<file path="src/rtl/contador_universal_param.sv">
// Universal WIDTH-bit counter: up / down-1 / down-3 / load within 0..LIMIT,
// wrap or saturate at the boundary, cascadable through CI -> TC.
module contador_universal_param #(
  parameter int WIDTH    = 16,
  parameter int SATURATE = 0
) (
  input  logic             CLK,
  input  logic             RST_L,
  input  logic             ENB,
  input  logic             CI,
  input  logic [1:0]       MODO,
  input  logic [WIDTH-1:0] D,
  input  logic [WIDTH-1:0] LIMIT,
  output logic [WIDTH-1:0] Q,
  output logic             RCO,
  output logic             TC
);

  localparam logic [WIDTH-1:0] ONE   = WIDTH'(1);
  localparam logic [WIDTH-1:0] THREE = WIDTH'(3);
  localparam logic [WIDTH:0]   TWO_X = (WIDTH+1)'(2);
  localparam bit               SAT   = (SATURATE != 0);

  logic [WIDTH-1:0] r_q;
  logic             r_rco;

  logic             w_hi;
  logic             w_at;
  logic             w_zero;
  logic             w_lt3;
  logic             w_small;
  logic             w_bnd;
  logic [WIDTH-1:0] w_wr3;
  logic [WIDTH-1:0] w_nq;
  logic             w_rco;

  assign w_hi    = r_q > LIMIT;
  assign w_at    = r_q >= LIMIT;
  assign w_zero  = r_q == '0;
  assign w_lt3   = r_q < THREE;
  // LIMIT+Q < 2 means the down-3 wrap target would fall below zero
  assign w_small = ({1'b0, LIMIT} + {1'b0, r_q}) < TWO_X;
  assign w_wr3   = w_small ? LIMIT : (LIMIT + r_q + ONE - THREE);

  always_comb begin
    w_bnd = 1'b0;
    unique case (MODO)
      2'b00:   w_bnd = w_at;
      2'b01:   w_bnd = w_zero;
      2'b10:   w_bnd = w_lt3 & ~w_hi;
      default: w_bnd = 1'b0;
    endcase
  end

  assign TC = ENB & CI & w_bnd;

  always_comb begin
    w_nq  = r_q;
    w_rco = 1'b0;
    if (ENB) begin
      if (MODO == 2'b11) begin
        w_nq = (D > LIMIT) ? LIMIT : D;
      end else if (CI) begin
        w_rco = w_bnd;
        unique case (MODO)
          2'b00: begin
            if (w_at) w_nq = SAT ? LIMIT : '0;
            else      w_nq = r_q + ONE;
          end
          2'b01: begin
            unique case (1'b1)
              w_hi:    w_nq = LIMIT;
              w_zero:  w_nq = SAT ? '0 : LIMIT;
              default: w_nq = r_q - ONE;
            endcase
          end
          default: begin
            if (w_hi)       w_nq = LIMIT;
            else if (w_lt3) w_nq = SAT ? '0 : w_wr3;
            else            w_nq = r_q - THREE;
          end
        endcase
      end
    end
  end

  always_ff @(posedge CLK or negedge RST_L) begin
    if (!RST_L) begin
      r_q   <= '0;
      r_rco <= 1'b0;
    end else begin
      r_q   <= w_nq;
      r_rco <= w_rco;
    end
  end

  assign Q   = r_q;
  assign RCO = r_rco;

endmodule
</file>
<file path="config.mk">
export PLATFORM = sky130hd
export DESIGN_NAME = contador_universal_param
export DESIGN_NICKNAME = d
export VERILOG_FILES = /design/src/rtl/contador_universal_param.sv
export SDC_FILE = /design/constraint.sdc
export NUM_CORES = 1
export LEC_CHECK = 0
export CAP_MARGIN = 0
export CORE_ASPECT_RATIO = 1.5
export CORE_MARGIN = 2
export CORE_UTILIZATION = 47
export CTS_CLUSTER_DIAMETER = 120
export DETAILED_ROUTE_END_ITERATION = 10
export PLACE_DENSITY = 0.69
export SYNTH_ARGS = -nofsm -noshare
export SYNTH_HDL_FRONTEND = slang
export SYNTH_SLANG_ARGS = --single-unit
</file>
<file path="constraint.sdc">
create_clock -name CLK -period 11.1 [get_ports CLK]
set_input_delay 2.22 -clock CLK [delete_from_list [all_inputs] [get_ports CLK]]
set_output_delay 2.22 -clock CLK [all_outputs]
set_load 0.05 [all_outputs]
</file>
* After elaboration in Yosys (flattened, before gate mapping)
Index checks and enable logic that the tools add are counted.
** Word-level totals
- Bits in registers :: 17
- Bits in latches :: 0
- RAM bits :: 0
- Memory bits (read-only) :: 0
- Input bits :: 38
- Logic and storage cells :: 39
- Memories kept :: 0
** Cells by class
- Add/sub/neg operators :: 7
- Multiply operators :: 0
- Divide/modulo/power cells :: 0
- Magnitude comparators :: 5
- Equality and inequality tests :: 3
- Shift-type cells :: 0
- Muxes and demuxes :: 13
- Bitwise operators :: 4
- Reduce and logical (&&, ||, !) cells :: 5
** Operator list (number)
- $mux 16 :: 8
- $add 16x1->16 const B :: 2
- $gt 16x16->1 :: 2
- $pmux 16 s2 :: 1
- $sub 16x2->16 const B :: 2
- $add 16x16->17 :: 1
- $lt 17x2->1 const B :: 1
- $add 16x16->16 :: 1
- $ge 16x16->1 :: 1
- $logic_not 16->1 :: 1
- $lt 16x2->1 const B :: 1
- $sub 16x1->16 const B :: 1
- $eq 2x2->1 const B :: 2
- $and 1x1->1 :: 3
- $mux 1 :: 3
- $pmux 1 s3 :: 1
- $eq 2x1->1 const B :: 1
- $logic_not 2->1 :: 1
- $reduce_and 2->1 :: 1
- $reduce_bool 2->1 :: 1
- $reduce_or 2->1 :: 1
- $not 1->1 :: 1

* Logic depth before layout (Yosys ltp)
Gate-level depths: netlist of run 1.
- Depth in word-level cells :: 9
- Gate-level depth with buffers :: 16
- Gate-level depth less buffers :: 15

* Worst setup path after synthesis of run 1
Ideal clock, no wire load.
- Path type :: input to output
- From :: input port LIMIT[2]
- To :: output port TC
- Arrival time :: 5008 ps
- Data required time :: 8880 ps
- Setup slack :: 3872 ps
- Cell stages on the path :: 10
- Buffers on the path :: 2
- Cell sequence :: inv_1 -> ha_1 -> nor4_1 -> o21ai_0 -> a311oi_1 -> or4_1 -> buf_2 -> clkbuf_1 -> nand4_1 -> a21oi_1
** On the way
- Word-level cells in the longest chain between the ends :: 5
- Elaborated cells on any way between the ends :: 6
- Those cells by class :: 2 x order compare; 1 x mux; 3 x bitwise
** Ends and longest elaborated chain
- start: declaration :: RTL line 13 : input logic [WIDTH-1:0] LIMIT,
- $gt 16x16->1 :: RTL line 37 : assign w_hi = r_q > LIMIT;
- $not 1->1 :: RTL line 50 : 2'b10: w_bnd = w_lt3 & ~w_hi;
- $and 1x1->1 :: RTL line 50
- $pmux 1 s3 * :: RTL line 47 : unique case (MODO)
- $and 1x1->1 * :: RTL line 55 : assign TC = ENB & CI & w_bnd;
- end: declaration :: RTL line 16 : output logic TC
Mark *: on every way between the ends. The rest lies on a longest branch, timed or not.

* Worst setup path after layout of run 1
- From :: input port LIMIT[5]
- To :: output port TC
The elaborated chain is that of the path after synthesis.

==> results of run 1 <==
-- metrics by stage --
stage                     power (uW)  std cells  hold slack [ns]
after floorplan                 1060        764            0.867
after global placement          1420        928            0.758
after detailed placement        1410        928            0.766
after CTS                       1500        932            0.783
after global routing            1640        932            0.830
final                           1550        932            0.787
-- final timing paths --
check                          from    end  slack (ns)  depth (start not counted)
setup / recovery           LIMIT[5]     TC        2.46                         10
hold / removal                Q[10]  Q[10]        0.79                          2
setup reg to reg               Q[5]  Q[11]        6.49                         10
hold reg to reg               Q[10]  Q[10]        0.79                          2
max in group asynchronous     RST_L   Q[8]        7.91                          1
min in group asynchronous     RST_L   Q[4]        2.53                          1
-- cells in the mapped netlist, drive strengths merged, types with 14 or more instances --
master,number
ha,78
xnor2,33
clkbuf,27
inv,65
nor3,32
nand4,15
nor2,53
a211oi,14
o21ai,55
nand2,66
buf,17
dfrtp,17
nand3,30
o211ai,16
a21oi,63
-- kinds of logic after synthesis --
family / Yosys count / share of synthesized area (%)
compound gates: 245 / 30.4
xor+xnor: 44 / 7.16
fa+ha+maj: 80 / 18.9
buf+inv: 109 / 9.11
flops: 17 / 7.91
mux: 11 / 2.09
simple gates: 258 / 24.5
-- area by class of cell --
class / instances / area [um^2]
Tap cell: 147 / 184
Fill cell: 1075 / 5110
Clock buffer: 4 / 78.8
Inverter: 65 / 244
Sequential cell: 17 / 425
Multi-Input combinational cell: 638 / 4480
Timing Repair Buffer: 61 / 596
-- placed cells by master (no fill, tap or decap), types with 15 or more instances in the layout --
cell	n
a21oi_1	61
clkdlybuf4s50_1	55
dfrtp_1	17
ha_1	78
inv_1	62
nand2_1	65
nand3_1	30
nand4_1	15
nor2_1	52
nor3_1	32
o211ai_1	16
o21ai_0	50
xnor2_1	33
-- per-layer routing --
layer | vias to the layer above | global-route usage, % | part of all wire (%)
met1 | 2916 | 45.9 | 38
met5 | - | 0 | 0
li1 | 2857 | - | -
met2 | 435 | 63.5 | 47
met4 | 0 | 20.0 | 6.4
met3 | 106 | 4.46 | 8.8
-- tightest hold or removal path: cells and delay by family (launching register included) --
family           cells  cell delay, ns
flip-flops           1            0.54
AO/OA/AOI/OAI        1            0.05
AND/OR/NAND/NOR      1            0.16
-- registers in the layout, indices dropped and copies added, names as in the netlist --
signal	flops
Q	16
RCO	1
-- power groups by stage --
stage	Combinational [uW]	Clock (uW)	Sequential (uW)
after floorplan	856	0	200
after global placement	1230	0	184
after detailed placement	1230	0	185
after CTS	1240	82.2	183
after global routing	1360	85.3	193
final	1270	82.5	190
==> key figures, run 1 <==
GRT
  • Largest net degree at the start of global routing: 34
  • Initial antenna violation count: 0
  • Global-route wire length before repair: 35600 um
  • Gr usage total: 37.4%
  • Vias in the first global route: 6176
  • Overflow after GRT: 0

Detailed routing
  • Routed wire length: 23200 um
  • DRC: 0
  • Wirelength per Cell: 24.9 um
  • Vias: 6314
  • Pre-Repair DR Iteration Count: 7
  • DR iter-0 viols: 726
  • Final ANT Viol Nets: 0
  • Vias per inst: 6.77

Power
  • Clock power frac: 5.3%
  • Power Dens Cells: 257 nW/um^2
  • Part of the power in combinational logic: 82.4%
  • Sequential share of power: 12.3%
  • Lkg Pwr: 0.00245 uW
  • Peak supply drop: 0.170 mV
  • Sw power: 954 uW
  • Sw frac: 61.7%
  • Int Pwr: 593 uW

STA
  • Unrepaired setup endpoints after global routing: no
  • Final TNS setup: 0 ns
  • Fin crit share: 77.8%
  • Worst setup margin: 2.46 ns
  • Slew @ Worst Pin: 1.08 ns
  • Hold Fails Final Rpt: 0
  • Rel. slew slack: 27.7%
  • Final slew viol count: 0
  • Final Critical Period: 8.64 ns
  • Setup Viol. Count Final: 0
  • Fmax: 0.116 GHz
  • Clock Skew: 0.00496 ns

Setup path
  • CP endpoint kind: output port
  • Critical Path Source Type: primary input
  • Worst Path Required: 8.88 ns
  • Largest stage delay, worst path: 0.82 ns
  • Crit-path most repeated cell: clkdlybuf4s50_1
  • CP Cell Sequence: clkdlybuf4s50_1 -> inv_1 -> ha_1 -> nor4_1 -> o21ai_0 -> a311oi_1 -> or4_1 -> nand4_1 -> a21oi_1 -> clkdlybuf4s50_1
  • Crit path kind: in -> out
  • Worst-path fanout max: 15
  • Buf/Inv on CP: 3
  • Crit path DAT: 6.42 ns
  • Cell family with most CP delay: buffers and inverters
  • Crit path max-delay cell type: clkdlybuf4s50_1

Floorplan
  • Core region area: 11100 um^2
  • Die Ht: 135 um
  • Die area: 12300 um^2
  • Starting Density: 48.4%
  • I/O pin total: 56
  • Die Width: 91.4 um
  • Cell Rows: 47

Place
  • Pre-CTS setup slack: 2.54 ns
  • Detailed Place HPWL: 18000 um
  • IO buf count: 55
  • RePlAce Congestion: 1.08
  • DP Area: 5930 um^2

Logic synthesis
  • Yosys warning total: 0
  • Dominant cells by area after synthesis: ha_1 18%, dfrtp_1 7.9%, a21oi_1 5.7%
  • Main flop type after synthesis: dfrtp_1
  • Synth Register Bits: 17
  • Syn avg cell area: 7.04 um^2
  • Synth cell types: 80
  • Post-synthesis cell count: 764
  • Cell taking the most area after synthesis: ha_1
  • Synth async-reset ratio: 100%
  • Post-Syn Area: 5380 um^2
  • Seq/Total Area, Yosys: 7.91%
  • Syn Nets: 882
  • Share of the synthesized area in the top cell type: 18.1%
  • EDFF count, synth: 0

Hold path
  • Worst hold path type: reg -> reg

Clock network
  • H-tree levels: 1
  • Clock root buffer: clkbuf_16
  • CTS Sinks: 17
  • # resized after CTS: 0
  • Cts hold-fix bufs: 0
  • Setup bufs post-CTS: 0
  • Num CTS Buffers: 3
  • Clk Latency, worst-skew pair: 0.27 ns
  • CTS tree: done
  • Worst-path clk slew: 0.06 ns
  • Clk buf depth: 2

Cells and area
  • Layout Area Growth over Synthesis: 11.6%
  • Antenna cell count: 0
  • Final Util: 54.0%
  • Share of post-route cells with drive strength above 1: 5.10%
  • Final layout net count: 904
  • Post-layout instance area: 6010 um^2

Outcome
  • Outcome: finished, final reports clean

Job
  • Maxcap violations: 0
Power figures use the tool's default switching activity.
==> inputs of run 2 (changes only) <==
--- a/config.mk
+++ b/config.mk
@@ -11,7 +11,7 @@
 export CORE_UTILIZATION = 47
 export CTS_CLUSTER_DIAMETER = 120
 export DETAILED_ROUTE_END_ITERATION = 10
-export PLACE_DENSITY = 0.69
+export PLACE_DENSITY = 0.72
 export SYNTH_ARGS = -nofsm -noshare
 export SYNTH_HDL_FRONTEND = slang
 export SYNTH_SLANG_ARGS = --single-unit
==> constraint.sdc (replaced) <==
create_clock -name CLK -period 7.2 [get_ports CLK]
set_input_delay 1.44 -clock CLK [delete_from_list [all_inputs] [get_ports CLK]]
set_output_delay 1.44 -clock CLK [all_outputs]
set_load 0.05 [all_outputs]
==> run 2 against run 1 <==
Against the previous run:
- clock skew grew 0.0013 ns
- flip-flop and latch count did not move
- first-iteration DRC count down 2.3%
- critical path depth did not move
- critical endpoint unchanged
- highest routed layer unchanged
==> key figures, run 2 (synthesis gave the netlist of run 1 again) <==
Cells and area
  • Share of post-route cells with drive strength above 1: 5.46%
  • Antenna cell count: 0
  • Commonest non-fill, non-tap cells in the layout: 78 x ha_1, 65 x nand2_1, 62 x inv_1
  • Commonest non-fill, non-tap cell in the layout: ha_1
  • Largest register FFs: 16
  • Flip-flop and latch area: 425 um^2
  • Final Util: 54.2%
  • Layout Area Growth over Synthesis: 11.9%
  • Multi-input logic area: 4480 um^2
  • Filler instances: 1106
  • Final layout net count: 906

STA
  • Final TNS setup: 0 ns
  • Slew @ Worst Pin: 1.12 ns
  • Hold Fails Final Rpt: 0
  • Rel. slew slack: 25.1%
  • Hold slack final: 0.797 ns
  • Fin crit share: 86.8%
  • Setup Viol. Count Final: 0
  • Final Critical Period: 6.25 ns
  • Final slew viol count: 0
  • Fmax: 0.160 GHz
  • Clock Skew: 0.00625 ns
  • Unrepaired setup endpoints after global routing: no

Floorplan
  • I/O pin total: 56
  • Core region area: 11100 um^2
  • Die Ht: 135 um
  • Cell Rows: 47
  • Die Width: 91.4 um
  • Starting Density: 48.4%
  • Die area: 12300 um^2

Clock network
  • Clk Latency, worst-skew pair: 0.27 ns
  • Setup bufs post-CTS: 0
  • CTS tree: done
  • Worst-path clk slew: 0.07 ns
  • Num CTS Buffers: 3
  • CTS Sinks: 17
  • H-tree levels: 1
  • Cts hold-fix bufs: 0
  • # resized after CTS: 0
  • Clock root buffer: clkbuf_16
  • Clk buf depth: 2

Detailed routing
  • DRC: 0
  • Final ANT Viol Nets: 0
  • Wirelength per Cell: 24.7 um
  • DR iter-0 viols: 709
  • Vias: 6324
  • Routed wire length: 23000 um
  • Pre-Repair DR Iteration Count: 5
  • Vias per inst: 6.77

Setup path
  • FF-to-FF setup slack: 2.65 ns
  • CP endpoint kind: output port
  • Largest stage delay, worst path: 0.65 ns
  • Worst Path Required: 5.76 ns
  • Worst-path fanout max: 11
  • Crit path max-delay cell type: a311oi_1
  • Crit path kind: in -> out
  • Critical Path Source Type: primary input
  • Critical path depth: 10
  • Reg2Reg Capture Point: Q[11]
  • R2R depth: 11
  • Buf/Inv on CP: 3
  • Cell family with most CP delay: compound AO/OA/AOI/OAI gates
  • Critical path destination: TC
  • CP Cell Sequence: clkdlybuf4s50_1 -> inv_1 -> ha_1 -> nor4_1 -> o21ai_0 -> a311oi_1 -> or4_1 -> nand4_1 -> a21oi_1 -> buf_4
  • Crit path DAT: 4.81 ns
  • Critical Path Start: LIMIT[5]
  • Crit Reg-Reg Startpoint: Q[5]

Outcome
  • Outcome: finished, final reports clean

Job
  • Maxcap violations: 0

Place
  • Detailed Place HPWL: 18000 um
  • RePlAce Congestion: 0.982
  • IO buf count: 55

Hold path
  • Worst hold path type: reg -> reg

Power
  • Lkg Pwr: 0.00246 uW
  • Power Dens Cells: 392 nW/um^2
  • Pwr Total: 2360 uW
  • Peak supply drop: 0.224 mV

GRT
  • Gr usage total: 36.5%
  • Initial antenna violation count: 0
  • Global-route wire length before repair: 34800 um
  • Overflow after GRT: 0
  • Vias in the first global route: 6079
  • Largest net degree at the start of global routing: 34
run 2: cell types whose count changed in the layout (fill, tap and decap cells not counted):
cell	delta
buf_4	+3
o21ai_1	-1
o21ai_0	+1
clkdlybuf4s50_1	-1
run 2: through the flow:
step,area (um^2),worst slack [ns],cells
after global routing,6020,0.762,934
final,6020,0.953,934
after CTS,6020,0.917,934
after detailed placement,5940,0.927,930
after global placement,5940,1.03,930
after floorplan,5380,1.53,764
run 2: final cells by class:
type | count | share of cell area [%]
Sequential cell | 17 | 7.07
Multi-Input combinational cell | 638 | 74.4
Tap cell | 147 | 3.06
Inverter | 65 | 4.05
Clock buffer | 4 | 1.31
Timing Repair Buffer | 63 | 10.1
run 2: report_power, final:
part	leakage, uW	switching [uW]	total [uW]	internal (uW)
registers	0.000195	161	290	129
logic	0.00223	1220	1940	713
clock network	0.0000382	57.1	133	76.1
run 2: worst min-delay path, delay by kind of cell, from the launching register on:
kind / cells / cell delay (ns)
flops: 1 / 0.53
simple gates: 1 / 0.16
compound gates: 1 / 0.06
run 2: how the worst min path moves through the flow:
stage,from,to,cells past startpoint
after floorplan,Q[10],Q[10],2
after global placement,Q[10],Q[10],2
after detailed placement,Q[10],Q[10],2
after CTS,Q[10],Q[10],2
after global routing,Q[10],Q[10],2
final,Q[10],Q[10],2
run 2: layer usage:
layer  GRT usage [%]  part of all wire [%]  up-vias
li1                -                     -     2856
met2            61.0                    47      422
met1            45.1                    38     2960
met3            4.19                   9.0       86
met5               0                     0        -
met4            21.7                   6.2        0
